==> src/rtl/pipelined_adder_nbit_pkg.sv <==
// Shared types, default sizing and the chunk adder used by every pipeline stage.
package adder_pkg;

    localparam int ADDER_WIDTH = 32;
    localparam int ADDER_CHUNK = 8;
    // Widest chunk chunk_add can handle; CHUNK above this is rejected at elaboration.
    localparam int CHUNK_MAX   = 64;

    typedef struct packed {
        logic                   valid;
        logic                   carry;
        logic [ADDER_WIDTH-1:0] sum;
        logic [ADDER_WIDTH-1:0] a;
        logic [ADDER_WIDTH-1:0] b;
    } stage_t;

    // Operands arrive zero-extended; the caller picks {cout,sum} at its own chunk width.
    function automatic logic [CHUNK_MAX:0] chunk_add(input logic [CHUNK_MAX-1:0] a,
                                                     input logic [CHUNK_MAX-1:0] b,
                                                     input logic                 cin);
        return {1'b0, a} + {1'b0, b} + {{CHUNK_MAX{1'b0}}, cin};
    endfunction

endpackage

==> src/rtl/pipelined_adder_nbit_if.sv <==
// Operand/result valid-ready bus of the chunk-pipelined adder.
// in_sub exists only when ADDER_SUB_EN is defined.
interface pipelined_adder_nbit_if
    import adder_pkg::*;
#(
    parameter int WIDTH = ADDER_WIDTH
);
    logic             in_valid;
    logic             in_ready;
    logic [WIDTH-1:0] in_a;
    logic [WIDTH-1:0] in_b;
    logic             in_cin;
`ifdef ADDER_SUB_EN
    logic             in_sub;
`endif
    logic             out_valid;
    logic             out_ready;
    logic [WIDTH-1:0] out_sum;
    logic             out_cout;

    modport master (
`ifdef ADDER_SUB_EN
        output in_sub,
`endif
        output in_valid, in_a, in_b, in_cin, out_ready,
        input  in_ready, out_valid, out_sum, out_cout
    );

    modport slave (
`ifdef ADDER_SUB_EN
        input  in_sub,
`endif
        input  in_valid, in_a, in_b, in_cin, out_ready,
        output in_ready, out_valid, out_sum, out_cout
    );

endinterface

==> src/rtl/pipelined_adder_nbit_stage.sv <==
// One registered chunk stage: adds chunk IDX with the incoming carry and
// forwards the partial sum and operands; holds everything while stalled.
module adder_stage
    import adder_pkg::*;
#(
    parameter int WIDTH = ADDER_WIDTH,
    parameter int CHUNK = ADDER_CHUNK,
    parameter int IDX   = 0
) (
    input  logic             clk,
    input  logic             rst_n,
    input  logic             prev_valid,
    input  logic             prev_carry,
    input  logic [WIDTH-1:0] prev_sum,
    input  logic [WIDTH-1:0] prev_a,
    input  logic [WIDTH-1:0] prev_b,
    input  logic             next_adv,
    output logic             adv,
    output logic             valid,
    output logic             carry,
    output logic [WIDTH-1:0] sum,
    output logic [WIDTH-1:0] a,
    output logic [WIDTH-1:0] b
);
    localparam int LO = IDX * CHUNK;

    logic [CHUNK:0]   res;
    logic [WIDTH-1:0] sum_d;

    // An empty stage always accepts, so bubbles collapse.
    assign adv = !valid || next_adv;

    always_comb begin
        res   = (CHUNK+1)'(chunk_add(CHUNK_MAX'(prev_a[LO +: CHUNK]),
                                     CHUNK_MAX'(prev_b[LO +: CHUNK]), prev_carry));
        sum_d = prev_sum;
        sum_d[LO +: CHUNK] = res[CHUNK-1:0];
    end

    always_ff @(posedge clk or negedge rst_n) begin
        if (!rst_n) begin
            valid <= 1'b0;
            carry <= 1'b0;
            sum   <= '0;
            a     <= '0;
            b     <= '0;
        end else if (adv) begin
            valid <= prev_valid;
            if (prev_valid) begin
                carry <= res[CHUNK];
                sum   <= sum_d;
                a     <= prev_a;
                b     <= prev_b;
            end
        end
    end

endmodule

==> src/rtl/pipelined_adder_nbit.sv <==
// WIDTH-bit adder split into WIDTH/CHUNK registered chunk stages, one result per clock.
// Define ADDER_SUB_EN to add the in_sub (a - b) mode.
module pipelined_adder_nbit
    import adder_pkg::*;
#(
    parameter int WIDTH = ADDER_WIDTH,
    parameter int CHUNK = ADDER_CHUNK
) (
    input logic                   clk,
    input logic                   rst_n,
    pipelined_adder_nbit_if.slave bus
);
    localparam int NUM_STAGES = WIDTH / CHUNK;

    if ((WIDTH % CHUNK) != 0 || CHUNK > CHUNK_MAX || CHUNK < 1) begin : g_bad_cfg
        $error("pipelined_adder_nbit: WIDTH=%0d must be a multiple of CHUNK=%0d (CHUNK <= %0d)",
               WIDTH, CHUNK, CHUNK_MAX);
    end

    // Element k feeds stage k; element k+1 is stage k's register.
    logic [NUM_STAGES:0]            vld_pipe;
    logic [NUM_STAGES:0]            cry;
    logic [NUM_STAGES:0][WIDTH-1:0] sum;
    logic [NUM_STAGES:0][WIDTH-1:0] opa;
    logic [NUM_STAGES:0][WIDTH-1:0] opb;
    logic                           unused_ops;

`ifdef ADDER_SUB_EN
    // Two's-complement subtract: invert b and force the carry-in.
    assign opb[0] = bus.in_sub ? ~bus.in_b : bus.in_b;
    assign cry[0] = bus.in_sub ? 1'b1 : bus.in_cin;
`else
    assign opb[0] = bus.in_b;
    assign cry[0] = bus.in_cin;
`endif
    assign vld_pipe[0] = bus.in_valid;
    assign opa[0]      = bus.in_a;
    assign sum[0]      = '0;

    for (genvar k = 0; k < NUM_STAGES; k++) begin : g_stage
        logic adv_k;
        logic nxt_adv;

        if (k == NUM_STAGES - 1) begin : g_last
            assign nxt_adv = bus.out_ready;
        end else begin : g_mid
            assign nxt_adv = g_stage[k+1].adv_k;
        end

        adder_stage #(
            .WIDTH(WIDTH),
            .CHUNK(CHUNK),
            .IDX  (k)
        ) u_stage (
            .clk       (clk),
            .rst_n     (rst_n),
            .prev_valid(vld_pipe[k]),
            .prev_carry(cry[k]),
            .prev_sum  (sum[k]),
            .prev_a    (opa[k]),
            .prev_b    (opb[k]),
            .next_adv  (nxt_adv),
            .adv       (adv_k),
            .valid     (vld_pipe[k+1]),
            .carry     (cry[k+1]),
            .sum       (sum[k+1]),
            .a         (opa[k+1]),
            .b         (opb[k+1])
        );
    end

    assign bus.in_ready  = g_stage[0].adv_k & rst_n;
    assign bus.out_valid = vld_pipe[NUM_STAGES];
    assign bus.out_sum   = sum[NUM_STAGES];
    assign bus.out_cout  = cry[NUM_STAGES];

    // Operands leaving the last stage have no consumer.
    assign unused_ops = ^{opa[NUM_STAGES], opb[NUM_STAGES]};

endmodule

==> src/flat_wrapper.sv <==
// flat-port wrapper written by rule: the top's interface ports become plain ports
module pipelined_adder_nbit_flat import adder_pkg::*;
#(
    parameter int WIDTH = ADDER_WIDTH,
    parameter int CHUNK = ADDER_CHUNK
)
  (clk, rst_n, bus_in_valid, bus_in_a, bus_in_b, bus_in_cin, bus_out_ready, bus_in_ready, bus_out_valid, bus_out_sum, bus_out_cout);
  pipelined_adder_nbit_if #(.WIDTH(WIDTH)) bus_i ();
  input logic clk;
  input logic rst_n;
  input wire logic [$bits(bus_i.in_valid)-1:0] bus_in_valid;
  input wire logic [$bits(bus_i.in_a)-1:0] bus_in_a;
  input wire logic [$bits(bus_i.in_b)-1:0] bus_in_b;
  input wire logic [$bits(bus_i.in_cin)-1:0] bus_in_cin;
  input wire logic [$bits(bus_i.out_ready)-1:0] bus_out_ready;
  output wire logic [$bits(bus_i.in_ready)-1:0] bus_in_ready;
  output wire logic [$bits(bus_i.out_valid)-1:0] bus_out_valid;
  output wire logic [$bits(bus_i.out_sum)-1:0] bus_out_sum;
  output wire logic [$bits(bus_i.out_cout)-1:0] bus_out_cout;
  assign bus_i.in_valid = bus_in_valid;
  assign bus_i.in_a = bus_in_a;
  assign bus_i.in_b = bus_in_b;
  assign bus_i.in_cin = bus_in_cin;
  assign bus_i.out_ready = bus_out_ready;
  assign bus_in_ready = bus_i.in_ready;
  assign bus_out_valid = bus_i.out_valid;
  assign bus_out_sum = bus_i.out_sum;
  assign bus_out_cout = bus_i.out_cout;
  pipelined_adder_nbit #(.WIDTH(WIDTH), .CHUNK(CHUNK)) u_core (.clk(clk), .rst_n(rst_n), .bus(bus_i));
endmodule
==> config.mk <==
export PLATFORM = sky130hd
export DESIGN_NAME = pipelined_adder_nbit_flat
export DESIGN_NICKNAME = d
export VERILOG_FILES = /design/src/rtl/pipelined_adder_nbit_pkg.sv /design/src/rtl/pipelined_adder_nbit_if.sv /design/src/rtl/pipelined_adder_nbit_stage.sv /design/src/rtl/pipelined_adder_nbit.sv /design/src/flat_wrapper.sv
export SDC_FILE = /design/constraint.sdc
export NUM_CORES = 1
export LEC_CHECK = 0
export CAP_MARGIN = 5
export CORE_ASPECT_RATIO = 0.7
export CORE_MARGIN = 5
export CORE_UTILIZATION = 25
export CTS_BUF_LIST = sky130_fd_sc_hd__clkbuf_8
export CTS_CLUSTER_DIAMETER = 60
export DETAILED_ROUTE_END_ITERATION = 16
export PLACE_DENSITY = 0.52
export SLEW_MARGIN = 10
export SYNTH_ARGS = -nofsm -noshare
export SYNTH_HDL_FRONTEND = slang
export SYNTH_SLANG_ARGS = --single-unit
==> constraint.sdc <==
create_clock -name clk -period 3.6 [get_ports clk]
set_clock_uncertainty 0.15 [all_clocks]
set_input_delay 0.36 -clock clk [delete_from_list [all_inputs] [get_ports clk]]
set_output_delay 0.36 -clock clk [all_outputs]
set_load 0.02 [all_outputs]
==> results.yml <==
run:
  drv_cap: 0
timing:
  fin_crit_ps: 2670
  clock.fmax_mhz: 374.6
  worst_pin_slew_ps: 873.2
  post-route-period-util: 0.7416
  final-max-slew-violation-count: 0
  rsz0062_at_grt: "false"
  slew_headroom: 0.4178
  setup_viol: 0
  tns_ps: 0
  hold_violations: 0
worst_setup_path:
  rr_endpoint: "u_core.g_stage[1].u_stage.sum[14]$_DFFE_PN0P_"
  r2r-start: "u_core.g_stage[0].u_stage.carry$_DFFE_PN0P_"
  crit_fanout: 3
  cpMaxStageDelayCell: "fa_1"
  path_cells: "fa_1 -> fa_1 -> a21o_1 -> a31oi_1 -> nand2b_1 -> a211oi_1 -> o31ai_1"
  crit_required_ps: 3800
  end_kind: "register"
  reg2reg_setup_slack_ps: 930
  path_class: "register to register"
  slowest_delay_ps: 530
  critPathBufInv: 0
  cp-startpoint: "u_core.g_stage[0].u_stage.carry$_DFFE_PN0P_"
  critPathCapture: "u_core.g_stage[1].u_stage.sum[14]$_DFFE_PN0P_"
  cp_common_cell: "fa_1"
  cp.depth: 7
  crit_arrival_ps: 2860
  start_kind: "register"
  cp_top_family: "adder cells"
  r2r_cells: 7
die:
  die-area_um2: 36170
  num_rows: 55
  core-area_um2: 32140
  initial_core_util: 0.2522
  ios: 104
  die_w_um: 225.2
  die_y_um: 160.6
logic_synthesis:
  ys_async_sr_fraction: 1.000
  yosysUniqueCellTypes: 40
  synth_top_area_cell: "dfrtp_1"
  postSynthAreaPerCell_um2: 13.97
  synth_enable_flop_cells: 0
  synth_top_area_share: 0.5682
  syn-cell-area_um2: 8104
  ys_warn_count: 0
  syn-num-nets: 685
  ys_top_cells_by_area: "dfrtp_1, mux2_2, ha_1, o21ai_0, fa_1"
  synth_ff_type: "dfrtp_1"
  synth-seq-cells: 184
  ys_seq_area_frac: 0.5682
  synthCells: 580
layout:
  fin_nets: 795
  area_growth_pct: 23.13
  drive_gt1_frac: 0.2817
  fin_util: 0.3105
  instances_no_fill: 1130
  final_cell_mix: "dfrtp_1, mux2_2, clkdlybuf4s50_1"
  antenna_cells: 0
  layout_commonest_cell: "dfrtp_1"
power_and_ir_drop:
  p_comb_frac: 0.357
  ir_drop_uv: 316.5
  cellPowerDensity_nw_per_um2: 719.9
  seq_power_share: 0.437
  p_int_mw: 4.757
  power.total_mw: 7.184
  swShare: 0.3378
  clkPwrFrac: 0.206
  p_leak_nw: 4.182
  p_switching_mw: 2.427
drt:
  first_pass_iters: 4
  routed_wl_um: 16850
  detail-route-antenna-nets: 0
  drc_errors: 0
  viasPerCell: 4.183
  first_iter_violations: 214
  wire_per_inst_um: 14.91
  via_count: 4727
clock_network:
  cts_resized: 0
  clkSinkCount: 184
  root_buffer: "clkbuf_8"
  cts.htree.levels: 4
  cts_buffers: 17
  cts_tree: "yes"
  cts_setup_buffers: 0
  cts_buffer_depth: 2
  clkTransAtPathRegs_ps: 110
  clk_latency_ps: 470
place:
  place_congestion: 0.7601
  place_inst: 1097
  io_buffers: 103
  hpwlAfterDp_um: 11970
global_routing:
  grt_use_total: 0.09879
  grt_max_degree: 70
  grt_overflow: 0
  grt_pass1_vias: 5105
  antenna_found_initial: 0
  grt_first_pass_wirelength_um: 28300
status:
  status: "finished, final reports clean"
hold_path:
  hold_class: "input pin to asynchronous set/reset pin"
## through the flow
stage	worst slack (ps)	cell area [µm²]	hold slack (ps)
after global routing	783.6	9978	281.9
after detailed placement	760.8	9553	220.9
after CTS	895.2	9978	237.5
after floorplan	1204	8104	-85.59
final	930.3	9978	272.8
after global placement	831.3	9553	221.8
## repair_timing
action	in CTS	in global routing
endpoints found under the setup margin	0	0
hold buffers	1	0
hold endpoints to repair	52	0
## sequential cells by signal, summed over array words and instances, names as in the netlist
signal	flops
u_core.g_stage.u_stage.a	48
u_core.g_stage.u_stage.valid	4
u_core.g_stage.u_stage.sum	80
u_core.g_stage.u_stage.carry	4
u_core.g_stage.u_stage.b	48
## power groups by stage
stage	registers [mW]	clock network, mW	logic (mW)
after floorplan	3.30	0	1.52
after global placement	3.19	0	2.59
final	3.14	1.48	2.57
after global routing	3.25	1.63	2.86
after CTS	3.16	1.55	2.62
after detailed placement	3.21	0	2.61
## Yosys cell counts, drive strengths merged, types with 2 or more instances
library cell and instances:
dfrtp 184, mux2 150, o21ai 38, nand2 35
ha 28, buf 21, a21oi 19, nor2 13
xor2 13, inv 9, a211oi 8, fa 8
nand2b 7, a21o 6, o31ai 6, nor3 5
and2 4, a31oi 3, nor2b 3, o211ai 3
xnor2 3, a211o 2, o21a 2, or2b 2
## worst register-to-register path, delay by kind of cell, from the launching register on
| kind | cells | cell delay, ps |
|---|---|---|
| simple gates | 1 | 100 |
| fa+ha+maj | 2 | 1030 |
| flops | 1 | 440 |
| compound gates | 4 | 830 |
## routing by layer
layer	vias up	wire length, µm	GRT usage	share of wire
li1	2289	-	-	-
met1	2356	8394	0.1388	0.50
met2	70	7560	0.1480	0.45
met3	12	725	0.03051	0.043
met4	0	172	0.02722	0.010
met5	-	0	0	0
## final cells by class
cell class | instances | area, µm²
fill | 3232 | 22160
sequential | 184 | 4604
multi-input combinational | 366 | 3273
timing repair buffer | 112 | 1117
tap | 427 | 534.3
clock buffer | 18 | 247.7
clock inverter | 14 | 167.7
inverter | 9 | 33.78
## kinds of logic after synthesis
logic type                 synth area share
adders and majority gates           0.06299
buffers and inverters               0.02887
muxes                                0.2084
and+or+nand+nor                     0.04307
AOI/OAI and AO/OA                   0.07118
xor gates and xnor gates            0.01729
DFF                                  0.5682
## how the worst min path moves through the flow
| stage | startpoint | end | slack, ps | cells after the start |
|---|---|---|---|---|
| after floorplan | rst_n | u_core.g_stage[0].u_stage.a[10]$_DFFE_PN0P_ | -90 | 0 |
| after global routing | rst_n | u_core.g_stage[3].u_stage.sum[10]$_DFFE_PN0P_ | 280 | 2 |
| after detailed placement | rst_n | u_core.g_stage[0].u_stage.a[28]$_DFFE_PN0P_ | 220 | 1 |
| after CTS | rst_n | u_core.g_stage[3].u_stage.sum[12]$_DFFE_PN0P_ | 240 | 2 |
| final | rst_n | u_core.g_stage[3].u_stage.sum[28]$_DFFE_PN0P_ | 270 | 2 |
| after global placement | rst_n | u_core.g_stage[0].u_stage.a[27]$_DFFE_PN0P_ | 220 | 1 |
Power figures use the tool's default switching activity.
